<file path="src/rtl/motor_drive.sv">
// Two-wheel H-bridge driver: tracker state -> per-wheel direction, ramped PWM duty, dead-time on reversal.
// Optional macro MOTOR_RAMP_EN enables the duty ramp (prescaled steps); without it duty jumps to its goal.
module motor_drive_wheel #(
    parameter int PWM_BITS    = 10,
    parameter int RAMP_STEP   = 16,
    parameter int DEAD_CYCLES = 100000
) (
    input  logic                clk,
    input  logic                reset,
    input  logic                tick,
    input  logic [PWM_BITS-1:0] pwm_cnt,
    input  logic                tgt_dir,
    input  logic [PWM_BITS-1:0] tgt_duty,
    output logic                pwm,
    output logic [1:0]          motor,
    output logic                busy
);
    localparam int DW = $clog2(DEAD_CYCLES + 1);
    localparam logic [DW-1:0] DEAD_INIT = DW'(DEAD_CYCLES - 1);

    typedef enum logic [1:0] {IDLE, RUN, DECEL, DEAD} st_t;

    st_t                 st_q, st_d;
    logic                dir_q, dir_d;
    logic [PWM_BITS-1:0] duty_q, duty_d;
    logic [DW-1:0]       dead_q, dead_d;
    logic                pwm_q, pwm_d;
    logic [1:0]          motor_q, motor_d;
    logic [PWM_BITS-1:0] run_next, dec_next;
    logic                decel_done;

`ifdef MOTOR_RAMP_EN
    localparam logic [PWM_BITS-1:0] STEP = PWM_BITS'(RAMP_STEP);

    function automatic logic [PWM_BITS-1:0] step_to(input logic [PWM_BITS-1:0] cur,
                                                    input logic [PWM_BITS-1:0] goal);
        if (goal > cur)
            step_to = (goal - cur > STEP) ? cur + STEP : goal;
        else
            step_to = (cur - goal > STEP) ? cur - STEP : goal;
    endfunction

    always_comb begin
        run_next   = step_to(duty_q, tgt_duty);
        dec_next   = step_to(duty_q, '0);
        decel_done = (duty_q == '0);
    end
`else
    // Without ramping the decel phase is a single cycle that drops duty to zero.
    always_comb begin
        run_next   = tgt_duty;
        dec_next   = '0;
        decel_done = 1'b1;
    end
`endif

    always_comb begin
        st_d   = st_q;
        dir_d  = dir_q;
        duty_d = duty_q;
        dead_d = dead_q;
        unique case (st_q)
            IDLE: begin
                duty_d = '0;
                if (tgt_duty != '0) begin
                    dir_d = tgt_dir;
                    st_d  = RUN;
                end
            end
            RUN: begin
                if (tgt_duty != '0 && tgt_dir != dir_q)
                    st_d = DECEL;
                else if (duty_q == '0 && tgt_duty == '0)
                    st_d = IDLE;
                else if (tick)
                    duty_d = run_next;
            end
            DECEL: begin
                if (tgt_duty != '0 && tgt_dir == dir_q) begin
                    st_d = RUN;
                end else if (decel_done) begin
                    st_d   = DEAD;
                    duty_d = '0;
                    dead_d = DEAD_INIT;
                end else if (tick) begin
                    duty_d = dec_next;
                end
            end
            DEAD: begin
                // DEAD plus the following IDLE cycle together give DEAD_CYCLES of bridge-off.
                duty_d = '0;
                if (dead_q <= DW'(1)) begin
                    st_d   = IDLE;
                    dead_d = '0;
                end else begin
                    dead_d = dead_q - 1'b1;
                end
            end
            default: st_d = IDLE;
        endcase
        motor_d = (st_d == RUN || st_d == DECEL) ? (dir_d ? 2'b10 : 2'b01) : 2'b00;
        pwm_d   = (pwm_cnt < duty_q);
    end

    always_ff @(posedge clk or posedge reset) begin
        if (reset) begin
            st_q    <= IDLE;
            dir_q   <= 1'b1;
            duty_q  <= '0;
            dead_q  <= '0;
            pwm_q   <= 1'b0;
            motor_q <= 2'b00;
        end else begin
            st_q    <= st_d;
            dir_q   <= dir_d;
            duty_q  <= duty_d;
            dead_q  <= dead_d;
            pwm_q   <= pwm_d;
            motor_q <= motor_d;
        end
    end

    assign pwm   = pwm_q;
    assign motor = motor_q;
    assign busy  = (st_q != IDLE);
endmodule

module motor_drive #(
    parameter int PWM_BITS    = 10,
    parameter int FAST_DUTY   = 1000,
    parameter int SLOW_DUTY   = 600,
    parameter int RAMP_DIV    = 4096,
    parameter int RAMP_STEP   = 16,
    parameter int DEAD_CYCLES = 100000
) (
    input  logic       clk,
    input  logic       reset,
    input  logic       start_move,
    input  logic [1:0] state,
    output logic       left_pwm,
    output logic       right_pwm,
    output logic [1:0] left_motor,
    output logic [1:0] right_motor,
    output logic       moving
);
    localparam logic [PWM_BITS-1:0] FAST = PWM_BITS'(FAST_DUTY);
    localparam logic [PWM_BITS-1:0] SLOW = PWM_BITS'(SLOW_DUTY);

    logic [PWM_BITS-1:0] cnt_q, cnt_d;
    logic                tick;
    logic                l_dir, r_dir;
    logic [PWM_BITS-1:0] l_duty, r_duty;
    logic                l_busy, r_busy;

`ifdef MOTOR_RAMP_EN
    localparam int RW = (RAMP_DIV > 1) ? $clog2(RAMP_DIV) : 1;
    logic [RW-1:0] ramp_q, ramp_d;

    always_comb begin
        tick   = (ramp_q == RW'(RAMP_DIV - 1));
        ramp_d = tick ? '0 : ramp_q + 1'b1;
    end

    always_ff @(posedge clk or posedge reset) begin
        if (reset) ramp_q <= '0;
        else       ramp_q <= ramp_d;
    end
`else
    assign tick = 1'b1;
`endif

    always_comb begin
        cnt_d = cnt_q + 1'b1;
    end

    always_ff @(posedge clk or posedge reset) begin
        if (reset) cnt_q <= '0;
        else       cnt_q <= cnt_d;
    end

    // Turning: the inner wheel reverses at reduced duty, the outer wheel stays fast forward.
    always_comb begin
        l_dir  = 1'b1;
        r_dir  = 1'b1;
        l_duty = '0;
        r_duty = '0;
        if (start_move) begin
            unique case (state)
                2'b11: begin
                    l_duty = FAST;
                    r_duty = FAST;
                end
                2'b10: begin
                    l_dir  = 1'b0;
                    l_duty = SLOW;
                    r_duty = FAST;
                end
                2'b01: begin
                    r_dir  = 1'b0;
                    r_duty = SLOW;
                    l_duty = FAST;
                end
                default: ;
            endcase
        end
    end

    motor_drive_wheel #(
        .PWM_BITS(PWM_BITS), .RAMP_STEP(RAMP_STEP), .DEAD_CYCLES(DEAD_CYCLES)
    ) u_left (
        .clk(clk), .reset(reset), .tick(tick), .pwm_cnt(cnt_q),
        .tgt_dir(l_dir), .tgt_duty(l_duty),
        .pwm(left_pwm), .motor(left_motor), .busy(l_busy)
    );

    motor_drive_wheel #(
        .PWM_BITS(PWM_BITS), .RAMP_STEP(RAMP_STEP), .DEAD_CYCLES(DEAD_CYCLES)
    ) u_right (
        .clk(clk), .reset(reset), .tick(tick), .pwm_cnt(cnt_q),
        .tgt_dir(r_dir), .tgt_duty(r_duty),
        .pwm(right_pwm), .motor(right_motor), .busy(r_busy)
    );

    assign moving = l_busy | r_busy;
endmodule

</file>
<file path="config.mk">
export PLATFORM = sky130hd
export DESIGN_NAME = motor_drive
export DESIGN_NICKNAME = d
export VERILOG_FILES = /design/src/rtl/motor_drive.sv
export SDC_FILE = /design/constraint.sdc
export NUM_CORES = 1
export LEC_CHECK = 0
export BUFFER_PORTS_ARGS = -buffer_cell sky130_fd_sc_hd__clkbuf_2
export CAP_MARGIN = 40
export CORE_MARGIN = 5
export CORE_UTILIZATION = 65
export DETAILED_ROUTE_END_ITERATION = 16
export PLACE_DENSITY = 0.86
export SLEW_MARGIN = 25
export SYNTH_ARGS = -nofsm -noshare
export SYNTH_HDL_FRONTEND = slang
export SYNTH_SLANG_ARGS = --single-unit
</file>
<file path="constraint.sdc">
create_clock -name clk -period 6 [get_ports clk]
set_input_delay 0.3 -clock clk [delete_from_list [all_inputs] [get_ports clk]]
set_output_delay 0.3 -clock clk [all_outputs]
set_load 0.05 [all_outputs]
</file>
# Word level (Yosys, flattened, before mapping)
# Index checks and enable logic that the tools add are counted.
[word_totals] regBits=76 inputBits=5 out_inout_bits=7 elab_cells=114
[op_classes] n_addsub=3 magnitude_cmp=4 n_eq_ne=23 mux=42 bitwise_logic=1 reduce_logical=28
[op_table] operator="$mux W10" count=8
[op_table] operator="$mux W17" count=4
[op_table] operator="$pmux W17 S2" count=2
[op_table] operator="$pmux W10 S3" count=2
[op_table] operator="$logic_not A10 Y1" count=4
[op_table] operator="$pmux W10 S2" count=2
[op_table] operator="$le A17 B1 Y1 const B" count=2
[op_table] operator="$sub A17 B1 Y17 const B" count=2
[op_table] operator="$mux W2" count=14
[op_table] operator="$lt A10 B10 Y1" count=2
[op_table] operator="$reduce_bool A10 Y1" count=2
[op_table] operator="$eq A2 B2 Y1 const B" count=8
[op_table] operator="$pmux W2 S4" count=2
[op_table] operator="$ne A2 B2 Y1 const B" count=6
[op_table] operator="$add A10 B1 Y10 const B" count=1
[op_table] operator="$eq A2 B1 Y1 const B" count=5
[op_table] operator="$mux W1" count=8
[op_table] operator="$reduce_bool A2 Y1" count=4
[op_table] operator="$reduce_or A2 Y1" count=4
[op_table] operator="$logic_and A1 B1 Y1" count=6
[op_table] operator="$reduce_and A3 Y1" count=2
[op_table] operator="$logic_not A2 Y1" count=2
[op_table] operator="$reduce_and A2 Y1" count=2
[op_table] operator="$eq A1 B1 Y1" count=2
[op_table] operator="3 further kinds" count=5

# Logic depth before layout (Yosys ltp)
# Gate-level depths: netlist of the first run.
[depth] word_depth=12 depth_mapped=7 ltp_nobuf=7

# Modules after synthesis
# From an unflattened synthesis of the first run, not the netlist that was laid out.
[unflattened] hier_cells=479 hier_area_um2=4589.4
[by_module_without_submodules] module="motor_drive_wheel" instances=2 cells_per_inst=216 area_each_um2=2059.5 seq_area_each_um2=827.0
[by_module_without_submodules] module="motor_drive" instances=1 cells_per_inst=47 area_each_um2=470.5 seq_area_each_um2=250.2

# Worst setup path after synthesis of the first run
# No wires, ideal clock.
[synth_path] path_type="reg2reg" start="reg u_left.dead_q[3]" end="reg u_left.dead_q[16]" setup_ns=0.077 arrival_time_ns=2.159 required_time_ns=5.923 setup_slack_ns=3.764 stages_incl_launch_ff=7 n_path_buf=1 synth_period_minus_slack_ns=2.236 cell_sequence="dfrtp_1 > buf_6 > or4_4 > or3_4 > or4_4 > o31a_1 > o21ai_1"
[synth_between] elab_chain_len=3 word_cells_on_any_way=4 cone_classes="1 x add/sub; 1 x order compare; 2 x mux"
[synth_rtl] element="start, declared" line_no="26" rtl="logic [DW-1:0] dead_q, dead_d;"
[synth_rtl] element="start signal, assigned" line_no="110" rtl="dead_q <= '0;"
[synth_rtl] element="start signal, assigned" line_no="117" rtl="dead_q <= dead_d;"
[synth_rtl] element="$sub A17 B1 Y17 / $le A17 B1 Y1 (equally long branches)" line_no="96, 92"
[synth_rtl] element="$mux W17 *" line_no="92" rtl="if (dead_q <= DW'(1)) begin"
[synth_rtl] element="$pmux W17 S2 *" line_no="62" rtl="unique case (st_q)"
# Mark *: on every way between the ends. The rest lies on a longest branch, timed or not.
# A chain may end at the register's enable or synchronous reset.

# Final worst setup path of the first run
[layout_path] start="reg u_right.dead_q[7]" end="reg u_right.dead_q[7]"
[layout_between] elab_chain_len=3 word_cells_on_any_way=4 cone_classes="1 x add/sub; 1 x order compare; 2 x mux"
[layout_rtl] element="start, declared" line_no="26"
[layout_rtl] element="start signal, assigned" line_no="110"
[layout_rtl] element="start signal, assigned" line_no="117"
[layout_rtl] element="$sub A17 B1 Y17 / $le A17 B1 Y1 (equally long branches)" line_no="96, 92"
[layout_rtl] element="$mux W17 *" line_no="92"
[layout_rtl] element="$pmux W17 S2 *" line_no="62"
# Marks and branches as above.

==> results of run 1 <==
==> cells in the final DEF (no fill, tap or decap), drive strengths merged, types with 4 or more instances in the layout <==
cell type	netlist	routed
nor3	12	12
o21a	7	7
dfrtp	60	60
or3	6	6
a21oi	36	36
or4	5	5
and2	6	6
nor2	33	33
ha	17	17
a31oi	9	9
nand2b	7	7
a22o	6	6
nor3b	5	5
inv	14	14
o21ai	30	30
nand2	31	31
xnor2	9	9
o2bb2ai	4	4
o22a	4	4
nand3	13	13
o31ai	5	5
clkbuf	12	22
nor4	8	8
xor2	4	4
==> kinds of logic after synthesis <==
kind of cell,Yosys count
and+or+nand+nor,141
AOI/OAI and AO/OA,124
DFF,62
buffers and inverters,29
adders and majority gates,17
xor gates and xnor gates,13
==> final timing paths <==
check	from	endpoint	slack, ns
setup / recovery	u_right.dead_q[7]	u_right.dead_q[7]	3.35
hold / removal	reset	u_left.dead_q[10]	-0.04
setup reg to reg	u_right.dead_q[7]	u_right.dead_q[7]	3.35
hold reg to reg	cnt_q[0]	cnt_q[0]	0.48
max in group asynchronous	reset	u_right.dir_q	5.49
min in group clk	state[0]	u_left.duty_q[8]	0.30
==> sequential cells by signal, summed over array words and instances, names as in the netlist <==
name            cells
u_right.dir_q       1
u_right.dead_q     17
u_left.pwm          1
u_right.pwm         1
u_left.dead_q      17
u_left.st_q         2
u_left.motor        2
u_left.duty_q       3
u_right.duty_q      3
u_right.motor       2
u_right.st_q        2
u_left.dir_q        1
cnt_q              10
==> stage by stage <==
stage / total power, uW / std cells / cell area, um2
detailed placement: 1040 / 454 / 3620
global route: 1560 / 470 / 3860
global placement: 1020 / 454 / 3620
CTS: 1450 / 469 / 3840
floorplan: 942 / 386 / 3530
finish: 1460 / 470 / 3860
==> layer usage <==
layer	GRT usage, %	vias up	wire length [um]	share of wire, %
li1	-	1440	-	-
met1	30.8	1472	3420	45
met2	36.2	111	3570	47
met3	4.44	19	419	5.5
met4	11.3	0	180	2.4
met5	0	-	0	0
==> cell type report <==
| cell class | instances | area (um2) | area share, % |
|---|---|---|---|
| clock inverter | 4 | 70.1 | 1.82 |
| multi-input combinational | 295 | 1850 | 48.0 |
| timing repair buffer | 14 | 90.1 | 2.33 |
| sequential | 62 | 1550 | 40.3 |
| clock buffer | 11 | 151 | 3.92 |
| inverter | 14 | 52.6 | 1.36 |
| tap | 70 | 87.6 | 2.27 |
==> critical path: cells and delay by family, from the launching register on <==
family           cells  cell delay (ns)
AO/OA/AOI/OAI        2             0.49
flip-flops           1             0.43
AND/OR/NAND/NOR      3             1.63
==> report_power, final <==
part | total [uW] | leakage [uW] | internal, uW | switching, uW
Clock | 413 | 0.000115 | 253 | 160
Combinational | 402 | 0.000753 | 163 | 239
Sequential | 645 | 0.000736 | 517 | 129
Total | 1460 | 0.00160 | 932 | 528
==> impl_metrics.tcl, run 1 <==
set metrics [dict create \
    cp-end-kind "register" \
    cts.path.max_buffers 2 \
    synth-simple-area-share_pct 20.8 \
    cpPeakStageDelay_ns 0.71 \
    syn_area_mm2 0.00353 \
    synth_edf_count 0 \
    num_vias 3042 \
    worst_pin_slew_ns 0.841 \
    status "complete, but fails checks" \
    cts.repair_timing.setup_buffer_count 0 \
    setup_slack_ns 3.35 \
    vias_per_cell 6.47 \
    syn_avg_cell_area_um2 9.13 \
    hold_path.class "primary input to asynchronous set/reset pin" \
    finalCritPeriodShare_pct 44.2 \
    ant_nets 0 \
    min_period_ns 2.65 \
    netlist_top_cells_count "dfrtp_1, a21oi_1, nor2_1, nand2_1, o21ai_0" \
    finalSetupTns_ns 0 \
    synthMuxAreaShare_pct 0 \
    cts_resized 0 \
    hpwl_mm 5.12 \
    cts.sinks 62 \
    synth_top_family_by_area "compound AO/OA/AOI/OAI gates" \
    core_area_mm2 0.00517 \
    timing.final.max_slew_violations 0 \
    finalSetupViolCount 0 \
    crit_slowest_cell "nor2_1" \
    fin_skew_ns 0.00739 \
    pin_count 12 \
    first_iter_violations 181 \
    required_ns 6.23 \
    numCtsBuffers 9 \
    ys.warnings.count 0 \
    yosysMostFrequentCell "dfrtp_1" \
    cp_cell_sequence "nor4_1 > nand4_1 > nor2_1 > o21ai_0 > a22o_1" \
    ys_seq_area_share_pct 44.1 \
    rows 26 \
    ys_ff_latch 62 \
    antenna_found_initial 0 \
    synthXorXnorAreaFrac_pct 3.23 \
    hold_buffers 0 \
    p_leak_uw 0.00160 \
    track_usage_pct 23.1 \
    synth_compound_area_share_pct 22.5 \
    dieWidth_um 83.7 \
    maxCapViolations 0 \
    num-fill-cells 348 \
    power-per-cell-area_mw_per_mm2 378 \
    syn_inst 386 \
    synth_top_cell_area_share_pct 42.6 \
    grt_pass1_wl_mm 13.3 \
    crit_fanout 13 \
    synthesis.nets 408 \
    synth_async_sr_flop_share_pct 100 \
    layout.nets 418 \
    drive_above_1_share_pct 9.50 \
    cts-root-buf "clkbuf_8" \
    initial_core_util_pct 68.2 \
    final_util_pct 74.6 \
    drcViolationCount 0 \
    path_clk_slew_ns 0.07 \
    htreeDepth 3 \
    clkLatencyLatePin_ns 0.34 \
    firstDrtPassIters 5 \
    area_delta_synth_final_pct 9.44 \
    grt_pass1_vias 2890 \
    failed_checks "hold timing" \
    ys_types 57 \
    place_congestion 0.890 \
    synth_flop_cell "dfrtp_1" \
    cp_data_arrival_time_ns 2.88 \
    ys_top_cells_by_area "dfrtp_1, ha_1, a21oi_1" \
    avgRoutedWirePerCell_um 16.1 \
    fp.dieH_um 83.7 \
    die-area_mm2 0.00700 \
    cts_tree "yes" \
    drt_wl_total_mm 7.59 \
    critPathLaunchType "register" \
    rsz0062_at_grt "false" \
    crit_type "register to register" \
    peakVddDrop_v 0.000311 \
    yosysTopAreaCell "dfrtp_1" \
    fin_hold_ws_ns -0.0363 \
    synth_fa_ha_area_share_pct 6.03 \
    post-place-ws_ns 3.37 \
    grt_overflow_total 0 \
    n_antenna_cell 0 \
    grt_max_degree 63 \
    finalHoldViolCount 20 \
    io_buffers 11 \
    max_clock_freq_mhz 377 \
    slew-limit-headroom_pct 44.0 \
    rr_worst_depth 5 \
]
Power figures use the tool's default switching activity.
==> inputs of run 2 (changes only) <==
--- a/config.mk
+++ b/config.mk
@@ -5,12 +5,13 @@
 export SDC_FILE = /design/constraint.sdc
 export NUM_CORES = 1
 export LEC_CHECK = 0
+export ABC_AREA = 1
 export BUFFER_PORTS_ARGS = -buffer_cell sky130_fd_sc_hd__clkbuf_2
 export CAP_MARGIN = 40
 export CORE_MARGIN = 5
-export CORE_UTILIZATION = 65
+export CORE_UTILIZATION = 62
 export DETAILED_ROUTE_END_ITERATION = 16
-export PLACE_DENSITY = 0.86
+export PLACE_DENSITY = 0.83
 export SLEW_MARGIN = 25
 export SYNTH_ARGS = -nofsm -noshare
 export SYNTH_HDL_FRONTEND = slang
==> constraint.sdc (replaced) <==
create_clock -name clk -period 2.7 [get_ports clk]
set_input_delay 0.135 -clock clk [delete_from_list [all_inputs] [get_ports clk]]
set_output_delay 0.135 -clock clk [all_outputs]
set_load 0.05 [all_outputs]
==> run 2 against run 1 <==
Against the previous run: the flow now finishes without violations; combinational power rose to 4.2 times the previous value; total power grew to 2.8 times the previous value; clock power is 130% higher; cell area grew 7.9%; first-iteration DRC count up 44%; maximum frequency is 54% higher; synthesized cell count is 25% higher.
==> impl_metrics.tcl, run 2 <==
set metrics [dict create \
    status "complete, no violations" \
    finalHoldViolCount 0 \
    avgRoutedWirePerCell_um 14.0 \
    cts_resized 0 \
    finalSetupViolCount 0 \
    path_clk_slew_ns 0.07 \
    synth_top_cell_area_share_pct 39.6 \
    pin_count 12 \
    core_area_mm2 0.00592 \
    synthMuxAreaShare_pct 0 \
    rows 28 \
    synth-simple-area-share_pct 29.7 \
    num_vias 3240 \
    synth_compound_area_share_pct 11.8 \
    grt_overflow_total 0 \
    syn_inst 481 \
    finalSetupTns_ns 0 \
    dieWidth_um 88.2 \
    ys_types 37 \
    synth_edf_count 0 \
    maxUsedRoutingLayer "met4" \
    cts_tree "yes" \
    ys_seq_area_share_pct 41.0 \
    power_uw 4070 \
    wl_met2_mm 4.15 \
    layout.nets 525 \
    io_buffers 11 \
    firstDrtPassIters 5 \
    die-area_mm2 0.00777 \
    cts.path.max_buffers 2 \
    netlist_top_cells_count "nand2_1, nor2_1, dfrtp_1, inv_1" \
    max_clock_freq_mhz 580 \
    ys_ff_latch 62 \
    synth_flop_cell "dfrtp_1" \
    yosysMostFrequentCell "nand2_1" \
    route.met3.wl_um 375 \
    rsz0062_at_grt "false" \
    critPathBufInv 1 \
    slew-limit-headroom_pct 73.2 \
    p_leak_uw 0.00195 \
    synthesis.nets 503 \
    drive_above_1_share_pct 15.9 \
    ant_nets 0 \
    ys.warnings.count 0 \
    antenna_found_initial 0 \
    final_common_cell "nand2_1" \
    numCtsBuffers 9 \
    peakVddDrop_v 0.000689 \
    vias_per_cell 5.56 \
    hold_path.class "primary input to register" \
    maxCapViolations 0 \
    critPathLaunchType "register" \
    hold_buffers 1 \
    cts.sinks 62 \
    drcViolationCount 0 \
    power-per-cell-area_mw_per_mm2 976 \
    cp_top_family "simple AND/OR/NAND/NOR gates" \
    drt_wl_total_mm 8.15 \
    cp_data_arrival_time_ns 1.94 \
    grt_pass1_wl_mm 14.1 \
    syn_area_mm2 0.00379 \
    cp-end-kind "register" \
    final_cell_mix "nand2_1, nor2_1, dfrtp_1, inv_1" \
    finalCritPeriodShare_pct 63.8 \
    timing.final.max_slew_violations 0 \
    syn_avg_cell_area_um2 7.87 \
    crit_type "register to register" \
    grt_max_degree 31 \
    cpPeakStageDelay_ns 0.44 \
    m1WireLength_mm 3.39 \
    clkLatencyLatePin_ns 0.34 \
    hpwl_mm 5.96 \
    yosysTopAreaCell "dfrtp_1" \
    worst_pin_slew_ns 0.399 \
    required_ns 2.92 \
    ys_top_cells_by_area "dfrtp_1, nand2_1, nor2_1" \
    initial_core_util_pct 64.0 \
    fp.dieH_um 88.2 \
    synth_fa_ha_area_share_pct 5.62 \
    fin_skew_ns 0.0130 \
    track_usage_pct 23.1 \
    first_iter_violations 261 \
    place_congestion 0.992 \
    synth_async_sr_flop_share_pct 100 \
    n_antenna_cell 0 \
    cts-root-buf "clkbuf_8" \
    top_regs "u_left.dead_q x17, u_right.dead_q x17, cnt_q x10" \
    synthXorXnorAreaFrac_pct 5.09 \
    htreeDepth 3 \
    cts.repair_timing.setup_buffer_count 0 \
    min_period_ns 1.72 \
    grt_pass1_vias 3253 \
    crit_slowest_cell "dfrtp_1" \
    area_delta_synth_final_pct 9.98 \
    cp_cell_sequence "inv_1 > ha_1 > nand2_1 > nor2_1 > nand2_1 > xor2_1 > a21oi_1 > a21oi_1" \
    synth_top_family_by_area "simple AND/OR/NAND/NOR gates" \
    crit_fanout 6 \
]
run 2: area by class of cell:
cell class | count | area (um2)
clock buffer | 13 | 169
clock inverter | 3 | 65.1
fill | 449 | 1760
inverter | 59 | 225
multi-input combinational | 357 | 1980
sequential | 62 | 1550
tap | 75 | 93.8
timing repair buffer | 14 | 80.1
run 2: worst paths after layout:
| path | start | end | slack [ns] | cells after the start |
|---|---|---|---|---|
| min | start_move | u_right.duty_q[4] | 0.14 | 3 |
| max in group asynchronous | reset | u_right.dead_q[5] | 1.70 | 4 |
| min in group asynchronous | reset | u_right.st_q[0] | 0.28 | 3 |
| max | u_left.dead_q[0] | u_left.dead_q[16] | 0.98 | 8 |
| min reg2reg | cnt_q[0] | cnt_q[0] | 0.46 | 1 |
| max reg2reg | u_left.dead_q[0] | u_left.dead_q[16] | 0.98 | 8 |
run 2: layer usage:
layer	up-vias	global-route usage (%)
li1	1618	-
met1	1508	27.8
met2	93	40.2
met3	21	4.23
met4	0	10.6
met5	-	0
run 2: power breakdown:
group | total (uW) | switching (uW) | leakage (uW) | internal, uW
registers | 1440 | 254 | 0.000736 | 1190
clock network | 955 | 361 | 0.000120 | 595
logic | 1670 | 1150 | 0.00109 | 522
run 2: cell families after synthesis:
family	Yosys count
compound gates	78
flops	62
xor+xnor	22
fa+ha+maj	17
buf+inv	62
simple gates	240
run 2: per-stage QoR:
stage	utilization (%)	setup slack, ns	instance area (um2)	hold WS, ns	std cells
finish	70.4	0.977	4170	0.141	583
global route	70.4	0.845	4170	0.167	583
CTS	70.4	1.02	4170	0.140	583
detailed placement	66.2	1.05	3920	0.107	566
global placement	66.2	1.02	3920	0.102	566
floorplan	-	1.03	3790	0.321	481
run 2: worst reg2reg max path, cell delays in order, from the launching register on:
cell	delay (ns)
dfrtp_1	0.44
inv_1	0.11
ha_1	0.19
nand2_1	0.15
nor2_1	0.28
nand2_1	0.11
xor2_1	0.15
a21oi_1	0.12
a21oi_1	0.05
==> inputs of run 3 (changes only) <==
==> constraint.sdc (replaced) <==
create_clock -name clk -period 1.6 [get_ports clk]
set_input_delay 0.08 -clock clk [delete_from_list [all_inputs] [get_ports clk]]
set_output_delay 0.08 -clock clk [all_outputs]
set_load 0.05 [all_outputs]
==> run 3 against run 2 <==
Against the previous run: the run now ends with setup timing left; critical endpoint is now u_left.motor[0]; largest cell class unchanged; worst setup slack worse by 1.0 ns; largest power group unchanged; total power up 72%; register-to-register slack worse by 1.0 ns; flip-flop and latch count is the same.
==> impl_metrics.tcl, run 3 (synthesis gave the netlist of run 2 again) <==
set metrics [dict create \
    status "complete, but fails checks" \
    failed_checks "setup timing" \
    crit_slowest_cell "dfrtp_1" \
    pin_count 12 \
    core_area_mm2 0.00592 \
    drt_wl_total_mm 8.97 \
    path_common_cell "nand2_1" \
    finalNonFillerCells 604 \
    die-area_mm2 0.00777 \
    finalHoldViolCount 0 \
    finalCritPeriodShare_pct 102 \
    cp-startpoint "u_left.dead_q[10]" \
    min_period_ns 1.64 \
    drive_above_1_share_pct 27.0 \
    ff2ff_setup_slack_ns -0.04 \
    final_common_cell "nand2_1" \
    worst_pin_slew_ns 0.534 \
    grt_max_degree 41 \
    finalSetupViolCount 2 \
    io_buffers 11 \
    top_regs "u_left.dead_q x17, u_right.dead_q x17, cnt_q x10" \
    numCtsBuffers 9 \
    power-per-cell-area_mw_per_mm2 1560 \
    n_antenna_cell 0 \
    path_clk_slew_ns 0.07 \
    setup_slack_ns -0.0366 \
    post-place-ws_ns -0.0578 \
    crit_type "register to register" \
    htreeDepth 3 \
    cp_top_family "simple AND/OR/NAND/NOR gates" \
    clkLatencyLatePin_ns 0.35 \
    area_delta_synth_final_pct 17.8 \
    rows 28 \
    max_clock_freq_mhz 611 \
    cp_cell_sequence "nor2_1 > nand2_1 > nor2_2 > nand2_1 > nand2_2 > nor2_2 > nor2_2 > nand2_1 > nand2_1 > nor2_1" \
    num_vias 3403 \
    timing.final.max_slew_violations 0 \
    antenna_found_initial 0 \
    vias_per_cell 5.63 \
    grt_pass1_vias 3365 \
    crit_end "u_left.motor[0]" \
    r2r_end "u_left.motor[0]" \
    crit_fanout 5 \
    p_leak_uw 0.00204 \
    slew-limit-headroom_pct 64.3 \
    fin_hold_ws_ns 0.0789 \
    avgRoutedWirePerCell_um 14.9 \
    firstDrtPassIters 5 \
    dieWidth_um 88.2 \
    cts_tree "yes" \
    cpPeakStageDelay_ns 0.42 \
    place_congestion 0.898 \
    required_ns 1.82 \
    cts.sinks 62 \
    hpwl_mm 6.15 \
    cp_data_arrival_time_ns 1.86 \
    grt_overflow_total 0 \
    place_area_mm2 0.00406 \
    fin_skew_ns 0.0109 \
    critPathBufInv 0 \
    reg2reg_from "u_left.dead_q[10]" \
    cp-end-kind "register" \
    critPathLaunchType "register" \
    layout.nets 546 \
    grt_pass1_wl_mm 14.7 \
    place_inst 582 \
    rsz0062_at_grt "true" \
    initial_core_util_pct 64.0 \
    cts-root-buf "clkbuf_8" \
    first_iter_violations 184 \
    rr_worst_depth 10 \
    ant_nets 0 \
    peakVddDrop_v 0.00119 \
    track_usage_pct 24.5 \
    drcViolationCount 0 \
    hold_path.class "primary input to register" \
    power_uw 6980 \
    cp.depth 10 \
    maxCapViolations 0 \
    final_cell_mix "nand2_1, dfrtp_1, inv_1, nor2_1, o21ai_0" \
    fp.dieH_um 88.2 \
    cts.path.max_buffers 2 \
    finalInstanceArea_mm2 0.00446 \
]
==> run 3: cell count changes in the layout (fill, tap and decap cells not counted), sizes merged <==
cell      delta
buf         +21
bufinv       -2
clkbuf       +2
clkinvlp     +1
inv          -1
==> run 3: worst register-to-register path, cell delays in order, from the launching register on <==
cell and delay [ns]:
dfrtp_1 0.42, nor2_1 0.15, nand2_1 0.13, nor2_2 0.19, nand2_1 0.12, nand2_2 0.15
nor2_2 0.05, nor2_2 0.12, nand2_1 0.06, nand2_1 0.08, nor2_1 0.04
==> run 3: cell type report <==
class                      instances  area (um2)
fill                             434        1460
inverter                          59         234
timing repair buffer              35         250
sequential                        62        1560
multi-input combinational        357        2160
tap                               75        93.8
clock buffer                      15         156
clock inverter                     1        5.00
==> run 3: timing repair <==
| item | in CTS | in global routing |
|---|---|---|
| endpoints found under the hold margin | 21 | 0 |
| endpoints found under the setup margin | 9 | 40 |
| setup buffers | 0 | 5 |
| pin swaps | 3 | 10 |
| hold buffers | 1 | 0 |
| resized for setup | 8 | 51 |
==> run 3: metrics by stage <==
step | setup TNS [ns] | utilization [%]
2_1_floorplan | 0 | -
3_3_place_gp | -0.351 | 68.5
3_5_place_dp | -0.217 | 68.5
4_1_cts | 0 | 72.0
5_1_grt | -1.66 | 75.4
6_report | -0.0702 | 75.4
==> run 3: report_power, final <==
part	internal, uW	total [uW]	switching [uW]
Clock	606	1200	594
Combinational	1120	3260	2140
Sequential	2020	2520	495
==> run 3: how the worst min path moves through the flow <==
stage / start / endpoint / slack, ns / cells after the start
global placement: reset / u_left.dead_q[11] / 0.13 / 2
finish: state[0] / u_left.duty_q[4] / 0.08 / 4
CTS: state[0] / u_left.duty_q[4] / 0.08 / 4
detailed placement: reset / u_left.dead_q[11] / 0.14 / 2
floorplan: reset / cnt_q[0] / 0.20 / 1
global route: state[1] / u_right.duty_q[8] / 0.14 / 3
==> run 3: routing by layer <==
metal  wire length (um)  up-vias  track usage, %
met1               3640     1618            28.4
met5                  0        -               0
met2               4710       96            43.4
met4                261        0            12.4
li1                   -     1658               -
met3                357       31            4.23
